[src/rtl/regfile_pkg.sv]
// Shared register-file constants and requester indices for the writeback arbiter.
// Also holds the small pointer-wrap helper used by the round-robin build.
package regfile_pkg;

   localparam int DATA_W   = 16;
   localparam int ADDR_W   = 3;
   localparam int NUM_REGS = 8;
   localparam int SP_INDEX = 2;
   localparam logic [15:0] SP_RESET = 16'd256;

   localparam int REQ_ALU  = 0;
   localparam int REQ_LOAD = 1;
   localparam int REQ_SP   = 2;

   function automatic int wrap_inc(input int i, input int n);
      return (i + 1 >= n) ? 0 : i + 1;
   endfunction

endpackage

[src/rtl/regfile_write_arbiter_picker.sv]
// Combinational grant picker: first full buffer found searching upward from ptr (wrapping).
// A pointer tied to zero gives plain lowest-index-wins priority.
module regarb_picker #(
   parameter int NUM_REQ = 3,
   parameter int ID_W    = 2
) (
   input  logic [NUM_REQ-1:0] full,
   input  logic [ID_W-1:0]    ptr,
   output logic [NUM_REQ-1:0] grant,
   output logic [ID_W-1:0]    grant_idx,
   output logic               grant_valid
);

   always_comb begin
      int idx;
      grant       = '0;
      grant_idx   = '0;
      grant_valid = 1'b0;
      idx         = 0;
      for (int k = 0; k < NUM_REQ; k++) begin
         idx = (int'(ptr) + k) % NUM_REQ;
         if (!grant_valid && full[idx]) begin
            grant[idx]  = 1'b1;
            grant_idx   = idx[ID_W-1:0];
            grant_valid = 1'b1;
         end
      end
   end

endmodule

[src/rtl/regfile_write_arbiter.sv]
// Shares the register-file write port between NUM_REQ one-entry writeback buffers.
// Define REGARB_ROUND_ROBIN_EN for round-robin arbitration; otherwise lowest index wins.
module regfile_write_arbiter
   import regfile_pkg::wrap_inc;
#(
   parameter int NUM_REQ = 3,
   parameter int DATA_W  = regfile_pkg::DATA_W,
   parameter int ADDR_W  = regfile_pkg::ADDR_W,
   parameter int ID_W    = 2
) (
   input  logic                      clock,
   input  logic                      reset,
   input  logic [NUM_REQ-1:0]        req_valid,
   output logic [NUM_REQ-1:0]        req_ready,
   input  logic [ADDR_W*NUM_REQ-1:0] req_addr,
   input  logic [DATA_W*NUM_REQ-1:0] req_data,
   output logic [ADDR_W-1:0]         writeReg,
   output logic [DATA_W-1:0]         writeFile,
   output logic                      regWrite,
   output logic [ID_W-1:0]           grant_id,
   output logic                      busy
);

   logic [NUM_REQ-1:0]             full_q, full_d;
   logic [NUM_REQ-1:0][ADDR_W-1:0] buf_addr_q, buf_addr_d;
   logic [NUM_REQ-1:0][DATA_W-1:0] buf_data_q, buf_data_d;
   logic [ADDR_W-1:0]              write_reg_q, write_reg_d;
   logic [DATA_W-1:0]              write_file_q, write_file_d;
   logic                           reg_write_q, reg_write_d;
   logic [ID_W-1:0]                grant_id_q, grant_id_d;

   logic [NUM_REQ-1:0] grant_oh;
   logic [ID_W-1:0]    grant_idx;
   logic               grant_valid;
   logic [ID_W-1:0]    pick_ptr;

`ifdef REGARB_ROUND_ROBIN_EN
   logic [ID_W-1:0] rr_ptr_q, rr_ptr_d;

   // Pointer moves just past the winner; idle cycles leave it alone.
   always_comb begin
      rr_ptr_d = rr_ptr_q;
      if (grant_valid) rr_ptr_d = ID_W'(wrap_inc(int'(grant_idx), NUM_REQ));
   end

   always_ff @(posedge clock) begin
      if (reset) rr_ptr_q <= '0;
      else       rr_ptr_q <= rr_ptr_d;
   end

   assign pick_ptr = rr_ptr_q;
`else
   assign pick_ptr = '0;
`endif

   regarb_picker #(
      .NUM_REQ (NUM_REQ),
      .ID_W    (ID_W)
   ) u_picker (
      .full        (full_q),
      .ptr         (pick_ptr),
      .grant       (grant_oh),
      .grant_idx   (grant_idx),
      .grant_valid (grant_valid)
   );

   // A granted buffer drains this cycle, so it can take a new write at the same edge.
   assign req_ready = ~full_q | grant_oh;
   assign busy      = (|full_q) | reg_write_q;

   always_comb begin
      full_d       = full_q;
      buf_addr_d   = buf_addr_q;
      buf_data_d   = buf_data_q;
      write_reg_d  = write_reg_q;
      write_file_d = write_file_q;
      reg_write_d  = 1'b0;
      grant_id_d   = grant_id_q;
      if (grant_valid) begin
         write_reg_d  = buf_addr_q[grant_idx];
         write_file_d = buf_data_q[grant_idx];
         reg_write_d  = 1'b1;
         grant_id_d   = grant_idx;
      end
      for (int i = 0; i < NUM_REQ; i++) begin
         if (grant_oh[i]) full_d[i] = 1'b0;
         if (req_valid[i] && req_ready[i]) begin
            full_d[i]     = 1'b1;
            buf_addr_d[i] = req_addr[ADDR_W*i +: ADDR_W];
            buf_data_d[i] = req_data[DATA_W*i +: DATA_W];
         end
      end
   end

   always_ff @(posedge clock) begin
      if (reset) begin
         full_q       <= '0;
         buf_addr_q   <= '0;
         buf_data_q   <= '0;
         write_reg_q  <= '0;
         write_file_q <= '0;
         reg_write_q  <= 1'b0;
         grant_id_q   <= '0;
      end else begin
         full_q       <= full_d;
         buf_addr_q   <= buf_addr_d;
         buf_data_q   <= buf_data_d;
         write_reg_q  <= write_reg_d;
         write_file_q <= write_file_d;
         reg_write_q  <= reg_write_d;
         grant_id_q   <= grant_id_d;
      end
   end

   assign writeReg  = write_reg_q;
   assign writeFile = write_file_q;
   assign regWrite  = reg_write_q;
   assign grant_id  = grant_id_q;

endmodule

[config.mk]
export PLATFORM = sky130hd
export DESIGN_NAME = regfile_write_arbiter
export DESIGN_NICKNAME = d
export VERILOG_FILES = /design/src/rtl/regfile_pkg.sv /design/src/rtl/regfile_write_arbiter_picker.sv /design/src/rtl/regfile_write_arbiter.sv
export SDC_FILE = /design/constraint.sdc
export NUM_CORES = 1
export LEC_CHECK = 0
export ABC_AREA = 1
export CAP_MARGIN = 20
export CORE_MARGIN = 5
export CORE_UTILIZATION = 45
export CTS_BUF_LIST = sky130_fd_sc_hd__clkbuf_2
export DETAILED_ROUTE_END_ITERATION = 8
export PLACE_DENSITY = 0.82
export RECOVER_POWER = 50
export REMOVE_ABC_BUFFERS = 1
export SYNTH_ARGS = -nofsm -noshare
export SYNTH_HDL_FRONTEND = slang
export SYNTH_SLANG_ARGS = --single-unit
[constraint.sdc]
create_clock -name clock -period 2.8 [get_ports clock]
set_clock_uncertainty 0.15 [all_clocks]
set_input_delay 0.42 -clock clock [delete_from_list [all_inputs] [get_ports clock]]
set_output_delay 0.42 -clock clock [all_outputs]
set_load 0.1 [all_outputs]
== Word-level counts from Yosys, hierarchy flattened ==
Cells that the tools add are included.
Word-level totals
  register bits: 82
  bits of input ports: 62
  output and inout port bits: 26
  logic and storage cells: 47
Operators by class
  $lt $le $gt $ge: 1
  mux-type cells: 19
  bitwise logic cells: 3
  reduce and logical (&&, ||, !) cells: 11
Operators by type and width (number)
  binary-select mux 16 bit (select 2 bit): 1
  2-to-1 mux 16 bit: 1
  2-to-1 mux 1 bit: 12
  binary-select mux 3 bit (select 2 bit): 1
  2-to-1 mux 3 bit: 2
  nonzero test 2 bit: 3
  logical AND 1 bit: 5
  2-to-1 mux 2 bit: 2
  less-than comparator 2 x 3 -> 1 bit, second input constant: 1
  NOT 3 bit: 1
  OR 3 bit: 1
  OR reduction 3 bit: 1
  zero test 1 bit: 2
  OR 1 bit: 1

== Depth between registers and ports, before layout ==
Gate-level depths: netlist (run 1).
  depth in word-level cells: 10
  mapped depth: 9

== Cells and area by module ==
From an unflattened synthesis (run 1), not the netlist that was laid out.
Unflattened totals
  cells, all modules: 563
  area total of the unflattened synthesis: 3809.9 µm²
By module, submodules not included
  regfile_write_arbiter: instances 1, cells an instance 502, area each 3489.6 µm²
  regarb_picker: instances 1, cells an instance 61, area each 320.3 µm²

== Worst setup path after synthesis (run 1) ==
OpenSTA, ideal clock, no wires.
  path kind: register to output
  start point: reg reg_write_q (netlist: regWrite)
  end point: out busy
  data arrival time: 1.697 ns
  required time: 2.230 ns
  setup slack: 0.533 ns
  stages on the path, launching flop included: 3
  path through: dfxtp_1 inv_1 nand2_1
On the way
  word-level cells in the longest chain between the ends: 1
RTL lines
  start, declared: RTL line regfile_write_arbiter.sv:29  | logic reg_write_q, reg_write_d;
  start signal, assigned: RTL line regfile_write_arbiter.sv:110  | reg_write_q <= reg_write_d;
  OR 1 bit: RTL line regfile_write_arbiter.sv:69  | assign busy = (|full_q) | reg_write_q;
  end, declared: RTL line regfile_write_arbiter.sv:21  | output logic busy
No other way between the ends.

== Final worst setup path (run 1) ==
  start point: reg write_file_q[1] (netlist: writeFile[1])
  end point: out writeFile[1]
RTL lines
  start, declared: RTL line regfile_write_arbiter.sv:28  | logic [DATA_W-1:0] write_file_q, write_file_d;
  start signal, assigned: RTL line regfile_write_arbiter.sv:109  | write_file_q <= write_file_d;
  end, declared: RTL line regfile_write_arbiter.sv:18  | output logic [DATA_W-1:0] writeFile,
No word-level cell between the ends.

==> results of run 1 <==
==> kinds of logic after synthesis <==
family                 count (synthesis)  synth area share, %
other                                  1                0.114
flip-flops                            82                 49.8
AND/OR/NAND/NOR                      230                 29.0
buffers and inverters                 54                 7.32
AO/OA/AOI/OAI                         91                 13.8
==> stage by stage <==
stage,utilization (%),power [uW],hold slack [ns]
final,58.3,2470,0.310
after detailed placement,57.7,1930,0.312
after floorplan,-,1710,0.297
after global routing,58.3,2600,0.317
after CTS,59.1,2490,0.312
after global placement,57.7,1920,0.303
==> power by group <==
group / internal, uW / switching (uW)
Combinational: 187 / 401
Sequential: 1260 / 50.7
Clock: 204 / 371
==> registers in the layout, indices dropped and copies added (netlist names) <==
name / flops
grant_id: 2
writeReg: 3
writeFile: 16
full_q: 3
buf_addr_q: 9
buf_data_q: 48
regWrite: 1
==> worst max-delay path by stage <==
stage          slack (ns)                 startpoint                    endpoint  cells past startpoint
3_3_place_gp         0.81     full_q[0]$_SDFFE_PP0P_    writeReg[1]$_SDFFE_PP0P_                      7
5_1_grt              0.29     full_q[1]$_SDFFE_PP0P_  writeFile[14]$_SDFFE_PP0P_                      7
3_5_place_dp         0.75     full_q[0]$_SDFFE_PP0P_  writeFile[14]$_SDFFE_PP0P_                      7
6_report             0.45  writeFile[1]$_SDFFE_PP0P_                writeFile[1]                      1
4_1_cts              0.55     full_q[1]$_SDFFE_PP0P_                        busy                      5
2_1_floorplan        0.29     full_q[1]$_SDFFE_PP0P_                        busy                      4
==> metal layers <==
layer  track usage (%)  wire length [um]
met1              25.5              3750
met2              31.6              3860
met5                 0                 0
met4              8.06               208
met3              4.18               712
==> area by class of cell <==
type	count	area share, %
clock buffers	11	1.32
inverters	24	2.21
clock inverters	4	1.05
multi-input cells	322	33.7
repair buffers	92	19.6
well taps	99	2.96
flip-flops and latches	82	39.2
==> placed cells by master, fill, tap and decap left out, drive strengths merged, types with 3 or more instances in the layout <==
master / count
nor2: 119
dfxtp: 82
o21ai: 73
nand2: 65
clkdlybuf4s50: 60
nand3: 42
inv: 24
clkbuf: 24
a21oi: 18
buf: 18
or2: 4
clkinv: 3
==> out/results.ini, run 1 <==
[status]
outcome = finished clean

[worst_setup_path]
critPathArrivalTime_ns = 1.78
rr_worst_depth = 7
r2r_setup_slack_ns = 0.55
path_buf_inv = 1
worstPathRequired_ns = 2.23
cp_slowest_cell = clkbuf_1
endpoint_kind = output pin
worstSetupStartpointType = flop
r2r-start = full_q[1]$_SDFFE_PP0P_
crit_type = flop to output pin
max_stage_delay_ns = 0.91
cp_top_family = buffers and inverters
path_max_fanout = 2
path_cells = clkbuf_1
timing.rr.end = writeReg[1]$_SDFFE_PP0P_

[synth]
synth_edf_count = 0
synth_area_sq_mm = 0.00330
syn_avg_cell_area_sq_um = 7.20
synthArstFlopShare_pct = 0
synthCells = 458
synthFlopType = dfxtp_1
synth_most_common_cell = nor2_1
seq_area_frac_synth_pct = 49.8
ys_warn_count = 0
ys_types = 21
synth_common_cells = nor2_1 (117), dfxtp_1 (82), o21ai_0 (71)
synthTopCellsByArea = dfxtp_1 (50%), nor2_1 (13%), o21ai_0 (11%), nand2_1 (6.9%), nand3_1 (6.4%)
synth_top_area_cell = dfxtp_1
synth_top_area_share_pct = 49.8
ys_ff_latch = 82

[clock_tree]
cts.sinks = 82
cts_buffer_depth = 2
cts_setup_buffers = 0
cts_resized = 0
numCtsBuffers = 9
cts_root_buf = clkbuf_2
path_clk_slew_ns = 0.21
cts_tree = done
cts.hold.buffers_added = 0
clock_latency_ns = 0.51
htree_levels = 3

[die]
dieArea_sq_mm = 0.00914
coreArea_sq_mm = 0.00718
die_w_um = 95.6
die_height_um = 95.6
start_util_pct = 45.9
num_io_pins = 88
rows = 31

[power_and_ir_drop]
power_density_mw_per_mm2 = 590
peakVddDrop_mv = 0.234
p_leak_uw = 0.00177

[final_layout]
nets = 593
drive_above_1_share_pct = 8.04
fin_cells = 634
seq_area_sq_mm = 0.00164
fill_cells = 673
multiInputGateArea_sq_mm = 0.00141
n_antenna_cell = 0
final_cell_area_sq_mm = 0.00419
syn_to_final_growth_pct = 26.9

[hold_path]
holdCritPathClass = input pin to flop
hold_depth = 3
hold_end = buf_data_q[0]$_SDFFE_PP0P_
worstHoldStart = req_data[0]

[detailed_routing]
dr.pass1.iters = 5
final_antenna_net_count = 0
drt_iter0_drc = 210
post-route-drc-count = 0
wl_per_cell_um = 13.4
vias_per_cell = 5.02
via_count = 3185
drt-total-wl_um = 8530

[grt]
antenna_found_initial = 0
grt_usage_pct = 19.6
grt_max_degree = 46
grt_pass1_wl_um = 14000
grt_pass1_vias = 3021
gr-total-overflow = 0

[place]
pre_cts_ws_ns = 0.752
place_area_sq_mm = 0.00414
gp_congestion = 0.904
place_hpwl_um = 6070
dp_cells = 619
io_buffer_count = 86

[run]
drv_cap = 0

[timing]
fin_crit_sh_pct = 83.8
tightestPinTransition_ns = 1.25
slew-limit-headroom_pct = 17.3
final_hold_viol_count = 0
fin_setup_tns_ns = 0
finalMaxSlewViolations = 0
fmax_mhz = 426
rsz0062_at_grt = no
setup_viol = 0
fin_crit_ns = 2.35
timing.final.ws_setup_ns = 0.454

Power figures use the tool's default switching activity.
==> run 2, diff against run 1 <==
==> constraint.sdc (replaced) <==
create_clock -name clock -period 2.4 [get_ports clock]
set_clock_uncertainty 0.15 [all_clocks]
set_input_delay 0.36 -clock clock [delete_from_list [all_inputs] [get_ports clock]]
set_output_delay 0.36 -clock clock [all_outputs]
set_load 0.1 [all_outputs]
==> run 2 against run 1 <==
Compared with the run above:
- non-clock buffer count increased by 1
- largest cell class unchanged
- final area increased by 2.8%
- critical path depth increased by 4
- final cell count grew 0.32%
- sequential share of layout area is 1.1 points lower
- clock power rose by 81%
- core utilization increased by 1.7 points
- sequential power rose by 17%
- worst setup slack got worse by 0.27 ns
- combinational power up 18%
==> out/results.ini, run 2 (synthesized netlist as in run 1, its figures left out) <==
[final_layout]
seq_area_sq_mm = 0.00164  ; unchanged
n_antenna_cell = 0  ; unchanged
fill_cells = 681  ; +1.2%
drive_above_1_share_pct = 10.6  ; +2.6 points
regMostFlops = buf_data_q
final_common_cell = nor2_1
nets = 594  ; +0.17%
final_cell_mix = nor2_1 (117), dfxtp_1 (82), o21ai_0 (71), nand2_1 (63), clkdlybuf4s50_1 (59)
syn_to_final_growth_pct = 30.6
largest_reg_flops = 48  ; unchanged
multiInputGateArea_sq_mm = 0.00141  ; unchanged
fin_util_pct = 60.0  ; +1.7 points
final_cell_area_sq_mm = 0.00430  ; +2.8%

[hold_path]
worstHoldStart = req_data[2]
holdCritPathClass = input pin to flop

[die]
start_util_pct = 45.9  ; unchanged
die_w_um = 95.6  ; unchanged
rows = 31  ; unchanged
die_height_um = 95.6  ; unchanged
coreArea_sq_mm = 0.00718  ; unchanged
num_io_pins = 88  ; unchanged
dieArea_sq_mm = 0.00914  ; unchanged

[place]
place_hpwl_um = 6260  ; +3.1%
gp_congestion = 0.863  ; -4.5%
io_buffer_count = 86  ; unchanged
place_area_sq_mm = 0.00415  ; +0.18%
pre_cts_ws_ns = 0.567  ; -0.186 ns

[grt]
grt_use_met1_pct = 25.7  ; +0.25 points
grt-busiest-layer = met2
met3_usage_pct = 5.13  ; +0.95 points
grt_util_met2_pct = 32.4  ; +0.81 points
grt_pass1_wl_um = 14300  ; +2.6%
grt_pass1_vias = 3138  ; +3.9%
grt_max_degree = 62  ; +35%
gr-total-overflow = 0  ; unchanged
antenna_found_initial = 0  ; unchanged
grt_usage_pct = 20.1  ; +0.43 points

[worst_setup_path]
path_max_fanout = 18  ; +16
crit_type = flop to output pin
path_cells = nor2_8 > inv_2 > nor2_2 > nand2_1 > buf_12
worstSetupStartpointType = flop
r2r-start = full_q[0]$_SDFFE_PP0P_
max_stage_delay_ns = 0.43  ; -0.48 ns
endpoint_kind = output pin
cp_slowest_cell = dfxtp_1
path_buf_inv = 2  ; +1
cp_top_family = simple AND/OR/NAND/NOR gates
crit_path_start = full_q[1]$_SDFFE_PP0P_
worstPathRequired_ns = 1.89  ; -0.34 ns
critPathArrivalTime_ns = 1.70  ; -0.08 ns

[clock_tree]
cts_setup_buffers = 0  ; unchanged
cts_resized = 0  ; unchanged
htree_levels = 3  ; unchanged
numCtsBuffers = 9  ; unchanged
cts.sinks = 82  ; unchanged
clock_latency_ns = 0.54  ; +0.03 ns
path_clk_slew_ns = 0.22  ; about the same
cts_buffer_depth = 2  ; unchanged
cts_root_buf = clkbuf_2
cts_tree = done
cts.hold.buffers_added = 0  ; unchanged

[detailed_routing]
vias_per_cell = 4.98  ; -0.85%
drt-total-wl_um = 8800  ; +3.2%
drt_iter0_drc = 181  ; -14%
dr.pass1.iters = 4  ; -1
wl_per_cell_um = 13.8  ; +2.9%
post-route-drc-count = 0  ; unchanged
via_count = 3168  ; -0.53%
final_antenna_net_count = 0  ; unchanged

[power_and_ir_drop]
power_density_mw_per_mm2 = 758  ; +28%
power.net_switching_uw = 1020  ; +24%
seqPwrFrac_pct = 46.9  ; -6.0 points
p_leak_uw = 0.00185  ; +4.4%
swShare_pct = 31.2  ; -2.1 points
peakVddDrop_mv = 0.365  ; +56%
combPwrFrac_pct = 21.2  ; -2.6 points
p_int_uw = 2250  ; +36%
pwr-share-clk_pct = 31.8  ; +8.5 points

[timing]
tightestPinTransition_ns = 0.939  ; -0.306 ns
rsz0062_at_grt = no
final_hold_viol_count = 0  ; unchanged
fin_crit_sh_pct = 92.2
setup_viol = 0  ; unchanged
fmax_mhz = 452
slew-limit-headroom_pct = 37.4  ; +20 points
fin_crit_ns = 2.21
timing.final.ws_setup_ns = 0.186  ; -0.268 ns
finalMaxSlewViolations = 0  ; unchanged

[status]
outcome = finished clean

[run]
drv_cap = 0  ; unchanged

run 2: stage by stage:
step	power [uW]	hold slack, ns	TNS, ns	instances
2_1_floorplan	1990	0.279	-0.0509	428
5_1_grt	3400	0.235	0	636
3_3_place_gp	2240	0.307	0	620
4_1_cts	3280	0.219	0	636
3_5_place_dp	2260	0.309	0	620
6_report	3260	0.219	0	636
run 2: path summary, 6_finish.rpt:
| check | to | slack (ns) | cells after the start |
|---|---|---|---|
| min | buf_data_q[2]$_SDFFE_PP0P_ | 0.22 | 3 |
| max reg2reg | writeFile[2]$_SDFFE_PP0P_ | 0.26 | 7 |
| min reg2reg | writeFile[1]$_SDFFE_PP0P_ | 0.33 | 2 |
| max | busy | 0.19 | 5 |
run 2: final cells by class:
cell class	count	share of cell area (%)
clock buffers	9	1.05
clock inverters	7	3.28
inverters	24	2.15
multi-input cells	322	32.7
flip-flops and latches	82	38.1
well taps	99	2.88
repair buffers	93	19.8
run 2: per-layer routing:
| metal | vias up | routed length, um |
|---|---|---|
| met5 | - | 0 |
| met4 | 0 | 193 |
| met3 | 15 | 671 |
| met2 | 107 | 4030 |
| met1 | 1432 | 3900 |
| li1 | 1614 | - |
run 2: power groups by stage:
stage          Clock, uW  Sequential [uW]  Combinational [uW]
6_report            1040             1530                 693
2_1_floorplan          0             1740                 254
3_5_place_dp           0             1560                 700
3_3_place_gp           0             1560                 686
4_1_cts             1040             1530                 704
5_1_grt             1100             1540                 754
run 2: tightest hold or removal path: stages:
cell,delay (ns)
clkdlybuf4s50_1,0.39
nor2_1,0.10
nor2_1,0.05
==> run 3, diff against run 2 <==
--- a/config.mk
+++ b/config.mk
@@ -12,7 +12,6 @@
 export CTS_BUF_LIST = sky130_fd_sc_hd__clkbuf_2
 export DETAILED_ROUTE_END_ITERATION = 8
 export PLACE_DENSITY = 0.82
-export RECOVER_POWER = 50
 export REMOVE_ABC_BUFFERS = 1
 export SYNTH_ARGS = -nofsm -noshare
 export SYNTH_HDL_FRONTEND = slang
==> run 3 against run 2 <==
Compared with the run above:
- hold slack better by 0.0081 ns
- total power up 0.48%
- register-to-register slack improved by 0.26 ns
- sequential share of layout area down 0.26 points
- worst setup slack worse by 0.0038 ns
- die area unchanged
- final cell count is the same
- sequential power barely moved
- maximum frequency shrank 0.17%
- core utilization increased by 0.42 points
- critical endpoint unchanged
- via count decreased by 0.66%
==> out/results.ini, run 3 (synthesized netlist as in run 1, its figures left out) <==
[status]
outcome = finished clean

[timing]
fin_setup_tns_ns = 0  ; unchanged
fmax_mhz = 451  ; -0.17%
holdWs_ns = 0.227  ; +0.00811 ns
rsz0062_at_grt = no
finalMaxSlewViolations = 0  ; unchanged
setup_viol = 0  ; unchanged
fin_crit_sh_pct = 92.4  ; +0.16 points
fin_crit_ns = 2.22  ; +0.00375 ns
tightestPinTransition_ns = 0.667  ; -0.272 ns
final_hold_viol_count = 0  ; unchanged
slew-limit-headroom_pct = 55.5  ; +18 points

[clock_tree]
cts_resized = 0  ; unchanged
path_clk_slew_ns = 0.22  ; about the same
cts.sinks = 82  ; unchanged
cts_root_buf = clkbuf_2
cts.hold.buffers_added = 0  ; unchanged
htree_levels = 3  ; unchanged
clock_latency_ns = 0.53  ; about the same
numCtsBuffers = 9  ; unchanged
cts_setup_buffers = 0  ; unchanged
cts_tree = done
cts_buffer_depth = 2  ; unchanged

[power_and_ir_drop]
seqPwrFrac_pct = 46.7  ; -0.2 points
power_density_mw_per_mm2 = 757  ; -0.22%
power.net_switching_uw = 1030  ; +0.77%
p_int_uw = 2250  ; +0.34%
peakVddDrop_mv = 0.364  ; -0.27%
p_leak_uw = 0.00186  ; +0.64%
swShare_pct = 31.3  ; +0.092 points
combPwrFrac_pct = 21.4  ; +0.2 points
pwr-share-clk_pct = 31.9  ; about the same

[detailed_routing]
final_antenna_net_count = 0  ; unchanged
dr.pass1.iters = 4  ; unchanged
wl_per_cell_um = 13.9  ; +0.57%
drt_iter0_drc = 183  ; +1.1%
vias_per_cell = 4.95  ; -0.66%
drt-total-wl_um = 8850  ; +0.57%
post-route-drc-count = 0  ; unchanged
via_count = 3147  ; -0.66%

[final_layout]
final_cell_area_sq_mm = 0.00433  ; +0.70%
final_common_cell = nor2_1
regMostFlops = buf_data_q
final_cell_mix = nor2_1 (117), dfxtp_1 (82), o21ai_0 (71), nand2_1 (61), clkdlybuf4s50_1 (61)
largest_reg_flops = 48  ; unchanged
nets = 594  ; unchanged
fill_cells = 672  ; -1.3%
fin_util_pct = 60.4  ; +0.42 points
n_antenna_cell = 0  ; unchanged
syn_to_final_growth_pct = 31.5
drive_above_1_share_pct = 11.5  ; +0.93 points

[hold_path]
hold_depth = 3  ; unchanged
holdCritPathClass = input pin to flop

[grt]
grt_pass1_vias = 3138  ; unchanged
grt_usage_pct = 20.1  ; unchanged
grt_pass1_wl_um = 14300  ; unchanged
gr-total-overflow = 0  ; unchanged
antenna_found_initial = 0  ; unchanged
grt_max_degree = 62  ; unchanged

[worst_setup_path]
crit_cells = 5  ; unchanged
worstSetupStartpointType = flop
cp_top_family = simple AND/OR/NAND/NOR gates
cp_slowest_cell = dfxtp_1
endpoint_kind = output pin
path_max_fanout = 18  ; unchanged
crit_type = flop to output pin
worstPathRequired_ns = 1.89  ; about the same
max_stage_delay_ns = 0.44  ; about the same
critPathArrivalTime_ns = 1.71  ; about the same
rr_worst_depth = 7  ; unchanged
path_cells = nor2_8 > inv_2 > nor2_2 > nand2_1 > buf_12
path_buf_inv = 2  ; unchanged

[die]
num_io_pins = 88  ; unchanged
start_util_pct = 45.9  ; unchanged
rows = 31  ; unchanged
die_w_um = 95.6  ; unchanged
die_height_um = 95.6  ; unchanged
dieArea_sq_mm = 0.00914  ; unchanged
coreArea_sq_mm = 0.00718  ; unchanged

[place]
place_area_sq_mm = 0.00415  ; unchanged
io_buffer_count = 86  ; unchanged
place_hpwl_um = 6260  ; unchanged
gp_congestion = 0.863  ; unchanged

[run]
drv_cap = 0  ; unchanged

## run 3: layer usage
layer  vias up  part of all wire (%)  wire length (um)  global-route usage (%)
li1       1613                     -                 -                       -
met1      1395                    45              3940                    25.7
met2       122                    46              4030                    32.4
met3        17                   7.6               671                    5.13
met4         0                   2.3               201                    7.46
met5         -                     0                 0                       0
## run 3: path summary, 6_finish.rpt
check                                                   to  slack (ns)                 startpoint
worst max-delay path                                  busy        0.18     full_q[1]$_SDFFE_PP0P_
worst min-delay path            buf_data_q[2]$_SDFFE_PP0P_        0.23                req_data[2]
worst max register to register   writeFile[2]$_SDFFE_PP0P_        0.52     full_q[0]$_SDFFE_PP0P_
worst min register to register   writeFile[6]$_SDFFE_PP0P_        0.34  writeFile[6]$_SDFFE_PP0P_
## run 3: power by group through the flow
stage          Clock (uW)  Sequential [uW]  Combinational (uW)
6_report             1050             1530                 702
5_1_grt              1100             1540                 762
4_1_cts              1040             1530                 704
3_5_place_dp            0             1560                 700
3_3_place_gp            0             1560                 686
2_1_floorplan           0             1740                 254
## run 3: cell type report
type / instances / area, sq um / share of cell area [%]
timing repair buffer: 93 / 876 / 20.2
multi-input combinational: 322 / 1410 / 32.6
tap: 99 / 124 / 2.86
sequential: 82 / 1640 / 37.9
inverter: 24 / 92.6 / 2.14
clock inverter: 7 / 141 / 3.26
clock buffer: 9 / 45.0 / 1.04
## run 3: metrics by stage
| stage | setup slack [ns] | power (uW) | instances |
|---|---|---|---|
| 2_1_floorplan | -0.0509 | 1990 | 428 |
| 3_3_place_gp | 0.635 | 2240 | 620 |
| 3_5_place_dp | 0.567 | 2260 | 620 |
| 4_1_cts | 0.156 | 3280 | 636 |
| 5_1_grt | 0.0565 | 3410 | 636 |
| 6_report | 0.182 | 3280 | 636 |
## run 3: worst min-delay path: stages
cell	delay, ns
clkdlybuf4s50_1	0.39
nor2_1	0.10
nor2_1	0.05
